==> config.mk <==
export PLATFORM = sky130hd
export DESIGN_NAME = mic_spi_sampler
export DESIGN_NICKNAME = d
export VERILOG_FILES = /design/src/rtl/mic_spi_sampler.sv
export SDC_FILE = /design/constraint.sdc
export NUM_CORES = 1
export LEC_CHECK = 0
export BUFFER_PORTS_ARGS = -buffer_cell sky130_fd_sc_hd__buf_2
export CAP_MARGIN = 40
export CORE_MARGIN = 8
export CORE_UTILIZATION = 55
export DETAILED_ROUTE_END_ITERATION = 12
export PLACE_DENSITY = 0.69
export SLEW_MARGIN = 10
export SYNTH_ARGS = -nofsm -noshare
export SYNTH_HDL_FRONTEND = slang
export SYNTH_SLANG_ARGS = --single-unit
==> constraint.sdc <==
create_clock -name clock -period 5.7 [get_ports clock]
set_clock_uncertainty 0.2 [all_clocks]
set_input_delay 0.57 -clock clock [delete_from_list [all_inputs] [get_ports clock]]
set_output_delay 0.57 -clock clock [all_outputs]
set_load 0.02 [all_outputs]
==> src/rtl/mic_spi_sampler.sv <==
// mic_spi_sampler: periodically reads one 16-bit sample from an SPI (mode 0)
// microphone ADC and queues it in a first-word fall-through FIFO that has a
// sticky overflow flag and a registered level interrupt.
module mic_spi_sampler #(
   parameter int unsigned CLK_DIV    = 4,      // SCK half-period in clock cycles (1..255)
   parameter logic [7:0]  CMD        = 8'h03,  // read command sent at the start of each transfer
   parameter int unsigned FIFO_DEPTH = 8,      // sample FIFO entries, power of two
   parameter int unsigned IRQ_LEVEL  = 4       // irq asserts at or above this level
) (
   input  logic                        clock,
   input  logic                        resetb,
   input  logic                        enable,
   input  logic [15:0]                 period,
   output logic                        spi_csb,
   output logic                        spi_sck,
   output logic                        spi_sdo,
   input  logic                        spi_sdi,
   output logic                        rd_valid,
   input  logic                        rd_ready,
   output logic [15:0]                 rd_data,
   output logic [$clog2(FIFO_DEPTH):0] fifo_level,
   output logic                        overflow,
   input  logic                        overflow_clr,
   output logic                        irq
);

   localparam int unsigned      PTR_W      = $clog2(FIFO_DEPTH);
   localparam int unsigned      LVL_W      = PTR_W + 1;
   localparam logic [15:0]      DIV_LOAD   = 16'(CLK_DIV - 1);
   localparam logic [4:0]       LAST_BIT   = 5'd23;
   localparam logic [4:0]       FIRST_DATA = 5'd8;
   localparam logic [LVL_W-1:0] FULL_LVL   = LVL_W'(FIFO_DEPTH);
   localparam logic [LVL_W-1:0] IRQ_LVL    = LVL_W'(IRQ_LEVEL);

   typedef enum logic [2:0] {
      ST_IDLE,
      ST_WAIT,
      ST_CS_SETUP,
      ST_SHIFT,
      ST_CS_HOLD
   } state_e;

   // ---------------------------------------------------------------- sequencer
   state_e      state_q, state_d;
   logic [15:0] cnt_q, cnt_d;        // WAIT countdown or phase countdown
   logic [4:0]  bit_q, bit_d;        // SCK period index within SHIFT, 0..23
   logic        csb_q, csb_d;
   logic        sck_q, sck_d;
   logic        sdo_q, sdo_d;
   logic [7:0]  cmd_sr_q, cmd_sr_d;  // command bits still to be sent, MSB next
   logic [15:0] rx_sr_q, rx_sr_d;    // sample being assembled, MSB first
   logic        push;
   logic [15:0] wait_load;

   // A period of 0 still leaves one idle cycle between transfers.
   assign wait_load = (period == 16'd0) ? 16'd1 : period;

   // Next-state and next-output logic for the transfer sequencer.
   always_comb begin
      // NOTE: every signal gets a default here so no path leaves one unassigned (no latches).
      state_d  = state_q;
      cnt_d    = cnt_q;
      bit_d    = bit_q;
      csb_d    = csb_q;
      sck_d    = sck_q;
      sdo_d    = sdo_q;
      cmd_sr_d = cmd_sr_q;
      rx_sr_d  = rx_sr_q;
      push     = 1'b0;

      case (state_q)
         ST_IDLE: begin
            csb_d = 1'b1;
            sck_d = 1'b0;
            sdo_d = 1'b0;
            if (enable) begin
               state_d = ST_WAIT;
               cnt_d   = wait_load;
            end
         end

         ST_WAIT: begin
            if (!enable) begin
               state_d = ST_IDLE;
               cnt_d   = 16'd0;
            end else if (cnt_q <= 16'd1) begin
               state_d  = ST_CS_SETUP;
               cnt_d    = DIV_LOAD;
               csb_d    = 1'b0;
               sck_d    = 1'b0;
               sdo_d    = CMD[7];
               cmd_sr_d = CMD;
               rx_sr_d  = 16'd0;
            end else begin
               cnt_d = cnt_q - 16'd1;
            end
         end

         // Chip select settles before the first clock; sdo already holds CMD[7].
         ST_CS_SETUP: begin
            if (cnt_q == 16'd0) begin
               state_d = ST_SHIFT;
               cnt_d   = DIV_LOAD;
               bit_d   = 5'd0;
               sck_d   = 1'b0;
            end else begin
               cnt_d = cnt_q - 16'd1;
            end
         end

         ST_SHIFT: begin
            if (cnt_q != 16'd0) begin
               cnt_d = cnt_q - 16'd1;
            end else if (!sck_q) begin
               // End of low phase: raise sck and capture sdi on this same edge.
               sck_d = 1'b1;
               cnt_d = DIV_LOAD;
               if (bit_q >= FIRST_DATA) begin
                  rx_sr_d = {rx_sr_q[14:0], spi_sdi};
               end
            end else if (bit_q == LAST_BIT) begin
               state_d = ST_CS_HOLD;
               cnt_d   = DIV_LOAD;
               sck_d   = 1'b0;
               sdo_d   = 1'b0;
            end else begin
               // Start of the next low phase: present the next command bit
               // (zeros once the command has been shifted out).
               bit_d    = bit_q + 5'd1;
               cnt_d    = DIV_LOAD;
               sck_d    = 1'b0;
               cmd_sr_d = {cmd_sr_q[6:0], 1'b0};
               sdo_d    = cmd_sr_q[6];
            end
         end

         ST_CS_HOLD: begin
            if (cnt_q == 16'd0) begin
               push  = 1'b1;
               csb_d = 1'b1;
               if (enable) begin
                  state_d = ST_WAIT;
                  cnt_d   = wait_load;
               end else begin
                  state_d = ST_IDLE;
                  cnt_d   = 16'd0;
               end
            end else begin
               cnt_d = cnt_q - 16'd1;
            end
         end

         default: begin
            state_d = ST_IDLE;
            csb_d   = 1'b1;
            sck_d   = 1'b0;
            sdo_d   = 1'b0;
         end
      endcase
   end

   // Sequencer state and registered SPI outputs; reset aborts any transfer.
   always_ff @(posedge clock) begin
      // NOTE: state is updated with non-blocking assignments only, so every flop samples pre-edge values.
      if (!resetb) begin
         state_q  <= ST_IDLE;
         cnt_q    <= 16'd0;
         bit_q    <= 5'd0;
         csb_q    <= 1'b1;
         sck_q    <= 1'b0;
         sdo_q    <= 1'b0;
         cmd_sr_q <= 8'd0;
         rx_sr_q  <= 16'd0;
      end else begin
         state_q  <= state_d;
         cnt_q    <= cnt_d;
         bit_q    <= bit_d;
         csb_q    <= csb_d;
         sck_q    <= sck_d;
         sdo_q    <= sdo_d;
         cmd_sr_q <= cmd_sr_d;
         rx_sr_q  <= rx_sr_d;
      end
   end

   assign spi_csb = csb_q;
   assign spi_sck = sck_q;
   assign spi_sdo = sdo_q;

   // ---------------------------------------------------------------- sample FIFO
   logic [15:0]      mem_q [FIFO_DEPTH];
   logic [PTR_W-1:0] wr_ptr_q, wr_ptr_d;
   logic [PTR_W-1:0] rd_ptr_q, rd_ptr_d;
   logic [LVL_W-1:0] level_q, level_d;
   logic             overflow_q, overflow_d;
   logic             irq_q, irq_d;
   logic             full;
   logic             pop;
   logic             wr_en;
   logic             drop;

   assign full  = (level_q == FULL_LVL);
   assign pop   = (level_q != '0) && rd_ready;
   // A coincident pop frees the slot, so a push into a full FIFO still lands.
   assign wr_en = push && (!full || pop);
   assign drop  = push && full && !pop;

   // Pointer, level, overflow and irq next-state.
   always_comb begin
      wr_ptr_d   = wr_ptr_q;
      rd_ptr_d   = rd_ptr_q;
      level_d    = level_q;
      if (wr_en) begin
         wr_ptr_d = wr_ptr_q + PTR_W'(1);
      end
      if (pop) begin
         rd_ptr_d = rd_ptr_q + PTR_W'(1);
      end
      case ({wr_en, pop})
         2'b10:   level_d = level_q + LVL_W'(1);
         2'b01:   level_d = level_q - LVL_W'(1);
         default: level_d = level_q;
      endcase
      // A new drop wins over a clear in the same cycle.
      overflow_d = drop | (overflow_q & ~overflow_clr);
      irq_d      = (level_q >= IRQ_LVL);
   end

   // FIFO control registers.
   always_ff @(posedge clock) begin
      if (!resetb) begin
         wr_ptr_q   <= '0;
         rd_ptr_q   <= '0;
         level_q    <= '0;
         overflow_q <= 1'b0;
         irq_q      <= 1'b0;
      end else begin
         wr_ptr_q   <= wr_ptr_d;
         rd_ptr_q   <= rd_ptr_d;
         level_q    <= level_d;
         overflow_q <= overflow_d;
         irq_q      <= irq_d;
      end
   end

   // Sample storage.
   always_ff @(posedge clock) begin
      // NOTE: storage has no reset; an entry is only visible once the level counts it.
      if (wr_en) begin
         mem_q[wr_ptr_q] <= rx_sr_q;
      end
   end

   assign rd_valid   = (level_q != '0);
   assign rd_data    = rd_valid ? mem_q[rd_ptr_q] : 16'd0;
   assign fifo_level = level_q;
   assign overflow   = overflow_q;
   assign irq        = irq_q;

endmodule

==> reports/results.txt <==
Worst VDD drop = 222.3 uV
Period utilisation layout = 63.22%
Area growth syn-to-layout = 12.10%
CTS root buffer = clkbuf_16
R2r setup slk = 2.10 ns
Drt via density = 6.071
Post-Syn Area = 8343 sq um
Setup violations, final = 0
Post-synth cell types = 63
Gate power share = 29.1%
Maximum clock rate = 0.2775 GHz
Final Util = 62.21%
Min Tclk post-route = 3.603 ns
Ys Warns = 0
Die W = 139.2 um
Slew Limit Fails = 0
Crit-path cells = or4_1, nor2_1, nand3_1, nand3_1, inv_1, ha_1, a21o_1, a21oi_1, nand4_1, a21o_1, a21oi_1
Post-Route Setup TNS = 0 ns
Int Pwr = 2.570 mW
Ys flop type = edfxtp_1
Die Y = 139.2 um
Async SR Flop Fraction = 0%
Max Cap Viol = 0
Layout Cells excl Fill = 887
WP data arrival = 3.76 ns
Flop pwr share = 42.3%
Post-synthesis area per instance = 13.02 sq um
Placed cells = 855
CTS Buffer Depth = 2
Pwr Total = 3.887 mW
Startpoint types = register
Vias in the first global route = 5,363
WHS = 0.2158 ns
Leakage = 3.423 nW
Post-route antenna net violation count = 0
IO buf count = 47
Synth Instances = 641
Wire per inst = 19.67 um
CP Capture Type = register
Detailed Route Iter0 Violations = 298
Status = completed
First-pass GRT wire length = 28,420 um
Hold/Removal Path Class = input pin to register
Worst slew pin tran = 0.8097 ns
Nets = 717
Ant diodes = 0
Die ar. = 19,370 sq um
Top Ports = 48
Worst R2R Path Depth = 11
Reg clk slew, reported paths = 0.07 ns
Via count = 5,385
Setup bufs post-CTS = 0
Sw frac = 33.87%
Total grt overflow = 0
TritonCTS Buffers = 17
Sink Count = 193
Worst Hold Launch = spi_sdi
Relative max-transition margin = 46.02%
Post-synth EDFFs = 128
Worst endpoint required time = 5.85 ns
Reg-to-reg startpoint = cnt_q[4]$_SDFFE_PN0P_
Core area = 15,030 sq um
Reg-to-Reg End = fifo_level[3]$_SDFFE_PN0P_
CTS tree = built
Largest net degree at the start of global routing = 38
Ratio of cells with drive above 1 in the final layout = 20.17%
Detailed placement HPWL = 11,500 um
Crit-path max FO = 8
P_sw = 1.316 mW
DRT Pass-1 Iters = 4
Post-CTS sizing = 0
RSZ-0062 raised after global routing = false
Row cnt = 45
CP max-delay cell = or4_1
Hold-fix buffers, CTS = 0
Clk pwr share = 28.6%
Initial antenna violation count = 0
PwrDens = 415.6 nW/um^2
Total GRT Usage = 18.63%
Worst Hold End = rx_sr_q[0]$_SDFFE_PN0P_
Slowest stage delay, CP = 0.69 ns
Top delay family on crit path = simple AND/OR/NAND/NOR gates
Starting density of the core = 55.50%
Fin. Hold Viols = 0
Crit path kind = register to register
Register area share after synthesis = 61.67%
Post-synthesis register bit count = 193
Routability cong. = 0.9060
Filler cell count = 1,126
Post-Syn Nets = 672
Depth of the CTS H-tree = 4
Clock Latency Late Sink = 0.42 ns
DR DRC count = 0
WHS Path Cells = 3
Wirelength, routed = 17,450 um
Buf/Inv on CP = 1
==> worst max path at each step <==
stage | cells past startpoint | from | to
after floorplan | 7 | cnt_q[0]$_SDFFE_PN0P_ | mem_q[0][0]$_DFFE_PP_
after global placement | 11 | cnt_q[4]$_SDFFE_PN0P_ | fifo_level[3]$_SDFFE_PN0P_
after detailed placement | 11 | cnt_q[4]$_SDFFE_PN0P_ | fifo_level[3]$_SDFFE_PN0P_
after CTS | 11 | cnt_q[4]$_SDFFE_PN0P_ | fifo_level[3]$_SDFFE_PN0P_
after global routing | 11 | cnt_q[4]$_SDFFE_PN0P_ | fifo_level[3]$_SDFFE_PN0P_
final | 11 | cnt_q[4]$_SDFFE_PN0P_ | fifo_level[3]$_SDFFE_PN0P_
==> metrics by stage <==
| stage | area [sq um] | worst slack (ns) |
|---|---|---|
| floorplan | 8343 | 2.069 |
| global placement | 8767 | 2.200 |
| detailed placement | 8793 | 2.114 |
| CTS | 9353 | 2.094 |
| global route | 9353 | 1.729 |
| finish | 9353 | 2.097 |
==> state kept, by name (all words and copies together) (netlist names), named ones only <==
| register | count |
|---|---|
| bit_q | 5 |
| spi_csb | 1 |
| rx_sr_q | 16 |
| spi_sck | 1 |
| mem_q | 128 |
| irq | 1 |
| spi_sdo | 1 |
| cmd_sr_q | 7 |
| rd_ptr_q | 3 |
| fifo_level | 4 |
| cnt_q | 16 |
| overflow | 1 |
| state_q | 3 |
| wr_ptr_q | 3 |
==> kinds of logic after synthesis <==
family / Yosys count / share of synthesized area, %
xor+xnor: 18 / 1.890
buf+inv: 50 / 2.490
flops: 193 / 61.67
simple gates: 205 / 11.85
mux: 52 / 11.05
compound gates: 114 / 9.613
fa+ha+maj: 9 / 1.440
==> Yosys cell counts (6+ instances only) <==
library cell  instances  share of area, %
a21oi_1              21               1.3
nand4_1              12              0.90
mux2i_1              19               2.3
nor3_1               14              0.84
edfxtp_1            128                46
nand2b_1              6              0.45
nor4_1                8              0.60
nor2_1               90               4.0
a221oi_1             10               1.0
buf_1                 7              0.31
inv_1                14              0.63
mux4_2               32               8.6
a211oi_1              6              0.54
nand2_1              30               1.3
nand3_1              14              0.84
a22oi_1              17               1.5
o21ai_0              25               1.5
xor2_1               13               1.4
dfxtp_1              65                16
ha_1                  8               1.2
clkbuf_1             23               1.0
==> metal layers <==
metal	part of all wire, %	vias to the layer above	global-route usage [%]
met2	51	135	30.66
met1	43	2678	23.66
met3	4.5	20	4.441
li1	-	2552	-
met5	0	-	0
met4	1.5	0	6.644
==> power groups by stage <==
stage	logic (mW)	registers, mW	clock network, mW
after floorplan	0.903	1.63	0
after global placement	1.11	1.67	0
after detailed placement	1.13	1.67	0
after CTS	1.14	1.64	1.13
after global routing	1.24	1.66	1.19
final	1.13	1.64	1.11
==> layout by cell type (no fill, tap or decap), types with 10 or more instances in the layout <==
cell type,instances
edfxtp_1,128
nor2_1,90
dfxtp_1,64
buf_2,47
mux4_2,32
nand2_1,30
o21ai_0,25
a21oi_1,21
mux2i_1,19
clkbuf_16,18
a22oi_1,17
inv_1,14
nand3_1,14
xor2_1,13
buf_4,13
nor3_1,12
nand4_1,12
a221oi_1,10
==> worst register-to-register path, cell delays in order, from the launching register on <==
cell	delay [ns]
dfxtp_1	0.36
or4_1	0.69
nor2_1	0.44
nand3_1	0.36
nand3_1	0.23
inv_1	0.08
ha_1	0.27
a21o_1	0.17
a21oi_1	0.28
nand4_1	0.14
a21o_1	0.19
a21oi_1	0.13
==> area by class of cell <==
| type | count | area, sq um | area share (%) |
|---|---|---|---|
| inverters | 14 | 52.55 | 0.5619 |
| clock inverters | 13 | 105.1 | 1.124 |
| well taps | 188 | 235.2 | 2.515 |
| repair buffers | 62 | 359.1 | 3.839 |
| flip-flops and latches | 193 | 5146 | 55.02 |
| multi-input cells | 398 | 3000 | 32.08 |
| clock buffers | 19 | 454.2 | 4.856 |
(Power assumes the default switching activity.)
